==> src/rtl/k005297_byteemitcntr.sv <==
// Byte emission counter for the K005297 bubble controller write path.
//
// Accepts bytes from the page-buffer/DMA side over a valid/ack handshake into a
// one-byte holding register. A second register (the shifter) serialises the
// current byte LSB-first onto the bubble write bit slots decoded from the
// ROT20 timing ring. Each byte boundary, and any underrun, is reported to the
// sequencer on the done-sample phases of the ring.
//
// Ports
//   i_MCLK           master clock
//   i_RST_n          synchronous active-low reset, sampled on every i_MCLK edge
//   i_CLK2M_PCEN_n   2 MHz clock enable, active-low; all other state holds when high
//   i_ROT20_n        one-cold 20-phase timing ring
//   i_4BEN_n         0: four bit slots per rotation, 1: two bit slots per rotation
//   i_ACC_ACT_n      access active, active-low; high flushes the block
//   i_NEWBYTE        start or restart of the serial stream
//   i_BYTE_VALID     source presents a byte on i_BYTE
//   i_BYTE           byte to write
//   o_BYTE_ACK       byte captured into the holding register (one enable period)
//   o_BITSLOT_WR     a bit is emitted in this slot (one enable period)
//   o_BITDATA        serial bit value, holds between emitted bits
//   o_BYTEEMIT_DONE  byte boundary reached or write wait, updated on done-sample phases
//   o_BUBWR_WAIT     underrun: shifter drained and no byte held

module k005297_byteemitcntr (
  input  logic        i_MCLK,
  input  logic        i_RST_n,
  input  logic        i_CLK2M_PCEN_n,
  input  logic [19:0] i_ROT20_n,
  input  logic        i_4BEN_n,
  input  logic        i_ACC_ACT_n,
  input  logic        i_NEWBYTE,
  input  logic        i_BYTE_VALID,
  input  logic [7:0]  i_BYTE,
  output logic        o_BYTE_ACK,
  output logic        o_BITSLOT_WR,
  output logic        o_BITDATA,
  output logic        o_BYTEEMIT_DONE,
  output logic        o_BUBWR_WAIT
);

  typedef enum logic [1:0] {
    StIdle,
    StPrime,
    StShift,
    StWait
  } state_e;

  state_e      state_q, state_d;
  logic [7:0]  hold_q, hold_d;
  logic        hold_full_q, hold_full_d;
  logic [7:0]  shift_q, shift_d;
  logic [2:0]  bitcnt_q, bitcnt_d;
  logic        boundary_q, boundary_d;
  logic        byte_ack_q, byte_ack_d;
  logic        bitslot_wr_q, bitslot_wr_d;
  logic        bitdata_q, bitdata_d;
  logic        byteemit_done_q, byteemit_done_d;
  logic        bubwr_wait_q, bubwr_wait_d;

  logic        bit_strobe;
  logic        done_strobe;
  logic        can_capture;

  // Only phases 0/3/5/8/10/13/15/18 are decoded; the rest of the ring is unused.
  logic        unused_rot;
  assign unused_rot = ^{i_ROT20_n[19], i_ROT20_n[17:16], i_ROT20_n[14], i_ROT20_n[12:11],
                        i_ROT20_n[9], i_ROT20_n[7:6], i_ROT20_n[4], i_ROT20_n[2:1]};

  // Bit slots on phases 0/5, plus 10/15 in four-slot mode.
  assign bit_strobe = ~i_ROT20_n[0] | ~i_ROT20_n[5] |
                      (~i_4BEN_n & (~i_ROT20_n[10] | ~i_ROT20_n[15]));

  // Done samples on phases 3/8, plus 13/18 in four-slot mode.
  assign done_strobe = ~i_ROT20_n[3] | ~i_ROT20_n[8] |
                       (~i_4BEN_n & (~i_ROT20_n[13] | ~i_ROT20_n[18]));

  // Capture decision is made on the pre-edge hold state, so it never collides
  // with a shifter load, which requires the holding register to be full.
  assign can_capture = ~hold_full_q & i_BYTE_VALID;

  always_comb begin
    state_d         = state_q;
    hold_d          = hold_q;
    hold_full_d     = hold_full_q;
    shift_d         = shift_q;
    bitcnt_d        = bitcnt_q;
    boundary_d      = boundary_q;
    byte_ack_d      = 1'b0;
    bitslot_wr_d    = 1'b0;
    bitdata_d       = bitdata_q;
    byteemit_done_d = byteemit_done_q;
    bubwr_wait_d    = bubwr_wait_q;

    if (i_ACC_ACT_n) begin
      // Access dropped: flush everything back to the reset state.
      state_d         = StIdle;
      hold_d          = 8'h00;
      hold_full_d     = 1'b0;
      shift_d         = 8'h00;
      bitcnt_d        = 3'h7;
      boundary_d      = 1'b0;
      bitdata_d       = 1'b0;
      byteemit_done_d = 1'b0;
      bubwr_wait_d    = 1'b0;
    end else begin
      if (can_capture) begin
        hold_d      = i_BYTE;
        hold_full_d = 1'b1;
        byte_ack_d  = 1'b1;
      end

      // Report uses the registered wait flag; boundary is consumed by the sample.
      if (done_strobe) begin
        byteemit_done_d = boundary_q | bubwr_wait_q;
        boundary_d      = 1'b0;
      end

      unique case (state_q)
        StIdle: begin
          if (i_NEWBYTE) begin
            state_d = StPrime;
          end
        end

        StPrime: begin
          if (hold_full_q) begin
            shift_d     = hold_q;
            bitcnt_d    = 3'h7;
            hold_full_d = 1'b0;
            state_d     = StShift;
          end
        end

        StShift: begin
          if (i_NEWBYTE) begin
            // Restart wins over a coincident bit slot; the held byte survives.
            shift_d  = 8'h00;
            bitcnt_d = 3'h7;
            state_d  = StPrime;
          end else if (bit_strobe) begin
            bitdata_d    = shift_q[0];
            bitslot_wr_d = 1'b1;
            shift_d      = {1'b0, shift_q[7:1]};
            bitcnt_d     = bitcnt_q - 3'd1;
            if (bitcnt_q == 3'd0) begin
              boundary_d = 1'b1;
              bitcnt_d   = 3'h7;
              if (hold_full_q) begin
                shift_d     = hold_q;
                hold_full_d = 1'b0;
              end else begin
                state_d = StWait;
              end
            end
          end
        end

        StWait: begin
          if (i_NEWBYTE) begin
            shift_d  = 8'h00;
            bitcnt_d = 3'h7;
            state_d  = StPrime;
          end else if (hold_full_q) begin
            shift_d     = hold_q;
            bitcnt_d    = 3'h7;
            hold_full_d = 1'b0;
            state_d     = StShift;
          end
        end

        default: begin
          state_d = StIdle;
        end
      endcase

      bubwr_wait_d = (state_d == StWait);
    end
  end

  always_ff @(posedge i_MCLK) begin
    if (!i_RST_n) begin
      state_q         <= StIdle;
      hold_q          <= 8'h00;
      hold_full_q     <= 1'b0;
      shift_q         <= 8'h00;
      bitcnt_q        <= 3'h7;
      boundary_q      <= 1'b0;
      byte_ack_q      <= 1'b0;
      bitslot_wr_q    <= 1'b0;
      bitdata_q       <= 1'b0;
      byteemit_done_q <= 1'b0;
      bubwr_wait_q    <= 1'b0;
    end else if (!i_CLK2M_PCEN_n) begin
      state_q         <= state_d;
      hold_q          <= hold_d;
      hold_full_q     <= hold_full_d;
      shift_q         <= shift_d;
      bitcnt_q        <= bitcnt_d;
      boundary_q      <= boundary_d;
      byte_ack_q      <= byte_ack_d;
      bitslot_wr_q    <= bitslot_wr_d;
      bitdata_q       <= bitdata_d;
      byteemit_done_q <= byteemit_done_d;
      bubwr_wait_q    <= bubwr_wait_d;
    end
  end

  assign o_BYTE_ACK      = byte_ack_q;
  assign o_BITSLOT_WR    = bitslot_wr_q;
  assign o_BITDATA       = bitdata_q;
  assign o_BYTEEMIT_DONE = byteemit_done_q;
  assign o_BUBWR_WAIT    = bubwr_wait_q;

endmodule
==> config.mk <==
export PLATFORM = sky130hd
export DESIGN_NAME = k005297_byteemitcntr
export DESIGN_NICKNAME = d
export VERILOG_FILES = /design/src/rtl/k005297_byteemitcntr.sv
export SDC_FILE = /design/constraint.sdc
export NUM_CORES = 1
export LEC_CHECK = 0
export CAP_MARGIN = 30
export CORE_MARGIN = 2
export CORE_UTILIZATION = 45
export CTS_BUF_LIST = sky130_fd_sc_hd__clkbuf_4
export DETAILED_ROUTE_END_ITERATION = 12
export DONT_BUFFER_PORTS = 1
export PLACE_DENSITY = 0.67
export SYNTH_ARGS = -nofsm -noshare
export SYNTH_HDL_FRONTEND = slang
export SYNTH_SLANG_ARGS = --single-unit
==> constraint.sdc <==
create_clock -name i_MCLK -period 2.1 [get_ports i_MCLK]
set_input_delay 0.42 -clock i_MCLK [delete_from_list [all_inputs] [get_ports i_MCLK]]
set_output_delay 0.42 -clock i_MCLK [all_outputs]
set_load 0.1 [all_outputs]
* After elaboration in Yosys (flattened, before gate mapping) *
Cells that the tools add are included.

operators by class
  $add $sub $neg = 1
  equality and inequality tests = 6
  reductions and logical operators = 11
  bitwise logic cells = 21
  multiplexer cells = 54

operator list
  operator                                             count
  2-to-1 mux 8 bit                                     9
  2-to-1 mux 1 bit                                     26
  one-hot mux 8 bit (3 select lines)                   1
  2-to-1 mux 2 bit                                     9
  2-to-1 mux 3 bit                                     6
  inverter 1 bit                                       11
  one-hot mux 3 bit (3 select lines)                   1
  one-hot mux 2 bit (4 select lines)                   1
  nonzero test 2 bit                                   4
  bitwise OR 1 bit                                     7
  equality test 2 bit, second input constant           3
  inequality test 4 bit, second input constant         1
  AND reduction 2 bit                                  2
  AND reduction 4 bit                                  1
  nonzero test 4 bit                                   1
  AND 1 bit                                            3
  logical NOT 3 bit                                    1
  one-hot mux 1 bit (3 select lines)                   1
  AND reduction 3 bit                                  1
  subtractor 3 x 1 -> 3 bit, second input constant     1
  equality test 2 x 1 -> 1 bit, second input constant  1
  logical NOT 2 bit                                    1
  inequality test 2 bit, second input constant         1

storage, ports and cells
  input bits = 35
  output and inout port bits = 5
  word-level logic and storage cells = 104
  bits in registers = 28

* Longest topological paths before layout *
  word-level depth = 10
  mapped depth = 7
  depth with buffers taken out = 6

* Worst setup path before layout *
No wires, ideal clock.

  path kind = flip-flop to flip-flop
  start point = reg state_q[0]
  end point = reg bitcnt_q[0]
  clock period less this slack = 1629 ps
  arrival time = 1490 ps
  setup time = 139 ps
  path slack = 471 ps
  cell stages (with the launch flop) = 7
  data required time = 1961 ps
  buffers on the path = 0
  path through = dfxtp_1 > inv_1 > ha_1 > or3_1 > a221oi_1 > a22o_1 > o211ai_1

between the ends
  word-level cells in the longest chain between the ends = 3
  elaborated cells between the ends (all ways) = 8
  those cells by class = eq/ne: 4; mux: 2; reduce/logical: 2

RTL lines
  what                                                                        RTL line  text
  start, declared                                                             49        state_e state_q, state_d;
  start signal, assigned                                                      183       state_q <= StIdle;
  start signal, assigned                                                      195       state_q <= state_d;
  equality test 2 bit / equality test 2 x 1 -> 1 bit (equally long branches)  119       unique case (state_q)
  inequality test 4 bit (no line) (tied with other cells)                     -
  AND reduction 3 bit (no line) / 2-to-1 mux 3 bit (equally long branches)    -
  end signal, assigned                                                        199       bitcnt_q <= bitcnt_d;
  end, declared                                                               53        logic [2:0] bitcnt_q, bitcnt_d;

Parallel ways exist; a longest one is shown, timed or not.
A chain may end at the register's enable or synchronous reset.

* Worst setup path in the final report *
  start point = reg state_q[0]
  end point = reg shift_q[5]

between the ends
  word-level cells in the longest chain between the ends = 3
  elaborated cells between the ends (all ways) = 8
  those cells by class = eq/ne: 4; mux: 2; reduce/logical: 2

RTL lines
  what                                                                        RTL line  text
  equality test 2 bit / equality test 2 x 1 -> 1 bit (equally long branches)  119
  inequality test 4 bit (no line) (tied with other cells)                     -
  AND reduction 3 bit (no line) / 2-to-1 mux 8 bit (equally long branches)    -
  end signal, assigned                                                        198       shift_q <= shift_d;
  end, declared                                                               52        logic [7:0] shift_q, shift_d;

Parallel ways exist; a longest one is shown, timed or not.

==> summary.md <==
| Metric | Value |
|---|---|
| Status | `finished, final reports clean` |
| CP endpoint kind | `register` |
| Htree depth | `1` |
| Largest net degree at the start of global routing | `17` |
| Synth Area per Inst | `roughly 8.6 µm²` |
| Hold_sp | `i_RST_n` |
| Worst R2R Path Depth | `6` |
| Layout Skew | `roughly 0.0043 ns` |
| Sequential power share | `0.549` |
| Worst EP required | `approximately 2.3 ns` |
| Period utilisation layout | `0.942` |
| Die height | `about 65 µm` |
| Min-Delay Path Class | `in -> reg` |
| Placement Rows | `22` |
| # setup viols final | `0` |
| WS Path Type | `reg -> reg` |
| Vias/cell | `around 6.4` |
| CTS tree | `built` |
| Post-synthesis sequential area ratio | `0.332` |
| # diodes | `0` |
| Max Clock Freq | `between 500 and 600 MHz` |
| # DRC | `0` |
| R2R setup slack | `0.12 ns` |
| Routed WL | `~4300 µm` |
| Crit path max fanout | `7` |
| Cts bufs inserted | `3` |
| RSZ-0062 raised after global routing | `false` |
| Share of the synthesized area in the top cell type | `0.332` |
| Hold depth | `1` |
| Post-CTS Hold Buffers | `0` |
| Slowest cell on crit path | `dfxtp_1` |
| Logic pwr share | `0.091` |
| Hold endpoint | `bitcnt_q[2]` |
| Nets | `239` |
| Dpl cells | `roughly 240` |
| Die Span X | `about 65 µm` |
| Setup TNS | `0 ns` |
| WL per Instance | `between 15 and 20 µm` |
| Die Area | `0.00426 mm²` |
| Critical path cell sequence | `inv_1 -> ha_1 -> and2b_1 -> a311oi_2 -> nor2_1 -> a22o_1` |
| Synth top area cells | `dfxtp_1 33%, mux2i_1 8.3%, a22oi_1 4.4%, ha_1 4.4%, nor2_1 4.2%` |
| CP top delay family | `compound AO/OA/AOI/OAI gates` |
| Area grow syn2layout | `7.11%` |
| Synth warnings | `0` |
| GRT Total Usage | `0.213` |
| Minimum clock period | `1.98 ns` |
| Post-route ant nets | `0` |
| Worst reg2reg path endpoint | `shift_q[5]` |
| Worst setup SP type | `register` |
| Share of layout cells above drive strength 1 | `0.107` |
| Core area | `approximately 0.0036 mm²` |
| Main synth FF type | `dfxtp_1` |
| PD cells | `551 mW/mm²` |
| Synthesized cell area | `0.00169 mm²` |
| TritonRoute pass-1 iters | `4` |
| Skew-Pair Late Insertion Delay | `around 0.33 ns` |
| Detailed Route Iter0 Violations | `around 110` |
| Cell area after layout | `0.00181 mm²` |
| Clk sink count | `28` |
| Count leader, synth | `dfxtp_1` |
| Fin. Hold Viols | `0` |
| Synth cell types | `roughly 50` |
| Grt total ovfl | `0` |
| Post-Syn Instances | `roughly 200` |
| Count of flip-flops with a built-in enable after synthesis | `0` |
| Slew HR | `0.620` |
| Placed Instance Area | `~0.0018 mm²` |
| GPL Wtd Cong | `0.847` |
| Most instantiated cells after synthesis | `28 x dfxtp_1, 19 x nor2_1, 14 x mux2i_1` |
| Starting density of the core | `0.465` |
| Sw Share | `0.233` |
| # port buffers | `0` |
| Buffer and inverter count on the worst path | `1` |
| Clk Tree Root Cell | `clkbuf_4` |
| Ports | `40` |
| Leakage | `between 0.7 and 0.8 nW` |
| Arrival time at the worst endpoint | `2.22 ns` |
| Reg clk slew, reported paths | `about 0.16 ns` |
| Synth area leader | `dfxtp_1` |
| First-pass GRT wire length | `between 7000 and 8000 µm` |
| Critical path's largest stage delay | `0.43 ns` |
| Hpwl dp | `about 3200 µm` |
| Max-cap violation count | `0` |
| Post-Syn Nets | `about 240` |
| Antenna violations before repair | `0` |
| Longest Clk Path Bufs | `2` |
| Worst slew pin tran | `about 0.57 ns` |
| Clk pwr share | `0.360` |
| Vias in the first global route | `~1,600` |
| Slew Limit Fails | `0` |
| Synthesized flop and latch total | `28` |
| Async SR Flop Fraction | `0` |
| Via Count | `~1,600` |
| Peak VDD IR | `382 µV` |
| Worst reg2reg startpoint | `state_q[0]` |
| Hold_ws | `between 0.1 and 0.15 ns` |
| Cell Count, Final, Fillers Out | `roughly 250` |
| Net load switching power | `between 0.2 and 0.25 mW` |
| Pint | `0.765 mW` |
==> metal layers <==
metal  wire (µm)  global-route usage  vias to the layer above
li1            -                   -                      741
met1        1770               0.246                      747
met2        2110               0.371                       63
met3         243              0.0514                       19
met4         160              0.0938                        0
met5           0                   0                        -
==> worst max path at each step <==
stage | to | startpoint | slack, ns | cells after the start
detailed placement | shift_q[5] | state_q[0] | 0.18 | 6
global placement | o_BITDATA | state_q[0] | 0.25 | 7
global route | shift_q[7] | state_q[0] | 0.03 | 6
finish | shift_q[5] | state_q[0] | 0.12 | 6
CTS | shift_q[5] | state_q[0] | 0.15 | 6
floorplan | bitcnt_q[0] | state_q[0] | 0.47 | 6
==> power by group through the flow <==
stage | Clock, mW | Sequential (mW) | Combinational, mW
floorplan | 0 | 0.560 | 0.0786
global placement | 0 | 0.559 | 0.0847
detailed placement | 0 | 0.559 | 0.0882
CTS | 0.360 | 0.547 | 0.0889
global route | 0.381 | 0.549 | 0.101
finish | 0.359 | 0.548 | 0.0906
==> per-stage QoR <==
stage	worst slack, ns	util	total power, mW
global route	0.0288	0.498	1.03
global placement	0.251	0.483	0.643
detailed placement	0.183	0.483	0.647
CTS	0.155	0.497	0.996
finish	0.122	0.498	0.997
floorplan	0.471	-	0.638
==> kinds of logic (layout without fill, tap and decap cells) <==
group,after synthesis,in the layout,synth area share
muxes,15,15,0.0896
adders and majority gates,6,6,0.0444
and+or+nand+nor,53,53,0.160
buffers and inverters,22,23,0.0622
DFF,28,28,0.332
AOI/OAI and AO/OA,72,72,0.312
==> what timing repair did <==
item | CTS | global route
buffers inserted | 0 | 0
setup endpoints to repair | 0 | 1
resized for setup | 0 | 1
==> cells in the final DEF, fill, tap and decap left out, types with 4 or more instances in the layout <==
cell type	instances
o22ai_1	7
nand2_1	8
a22o_1	8
buf_4	10
mux2i_1	14
inv_1	9
dfxtp_1	28
o21ai_0	10
nor2b_1	4
a21oi_1	9
a22oi_1	10
nor2_1	19
nand2b_1	5
ha_1	6
==> layout make-up <==
class,instances,area (µm²)
Multi-Input combinational cell,146,1030
Clock buffer,3,22.5
Sequential cell,28,561
Inverter,9,33.8
Timing Repair Buffer,10,75.1
Tap cell,48,60.1
Clock inverter,1,30.0
Fill cell,357,1820
==> state kept, by name, summed over array words and instances (netlist names) <==
| signal | flops |
|---|---|
| bitcnt_q | 3 |
| boundary_q | 1 |
| hold_full_q | 1 |
| hold_q | 8 |
| o_BITDATA | 1 |
| o_BITSLOT_WR | 1 |
| o_BUBWR_WAIT | 1 |
| o_BYTEEMIT_DONE | 1 |
| o_BYTE_ACK | 1 |
| shift_q | 8 |
| state_q | 2 |
Note: power is estimated with default switching activity, not from simulation.
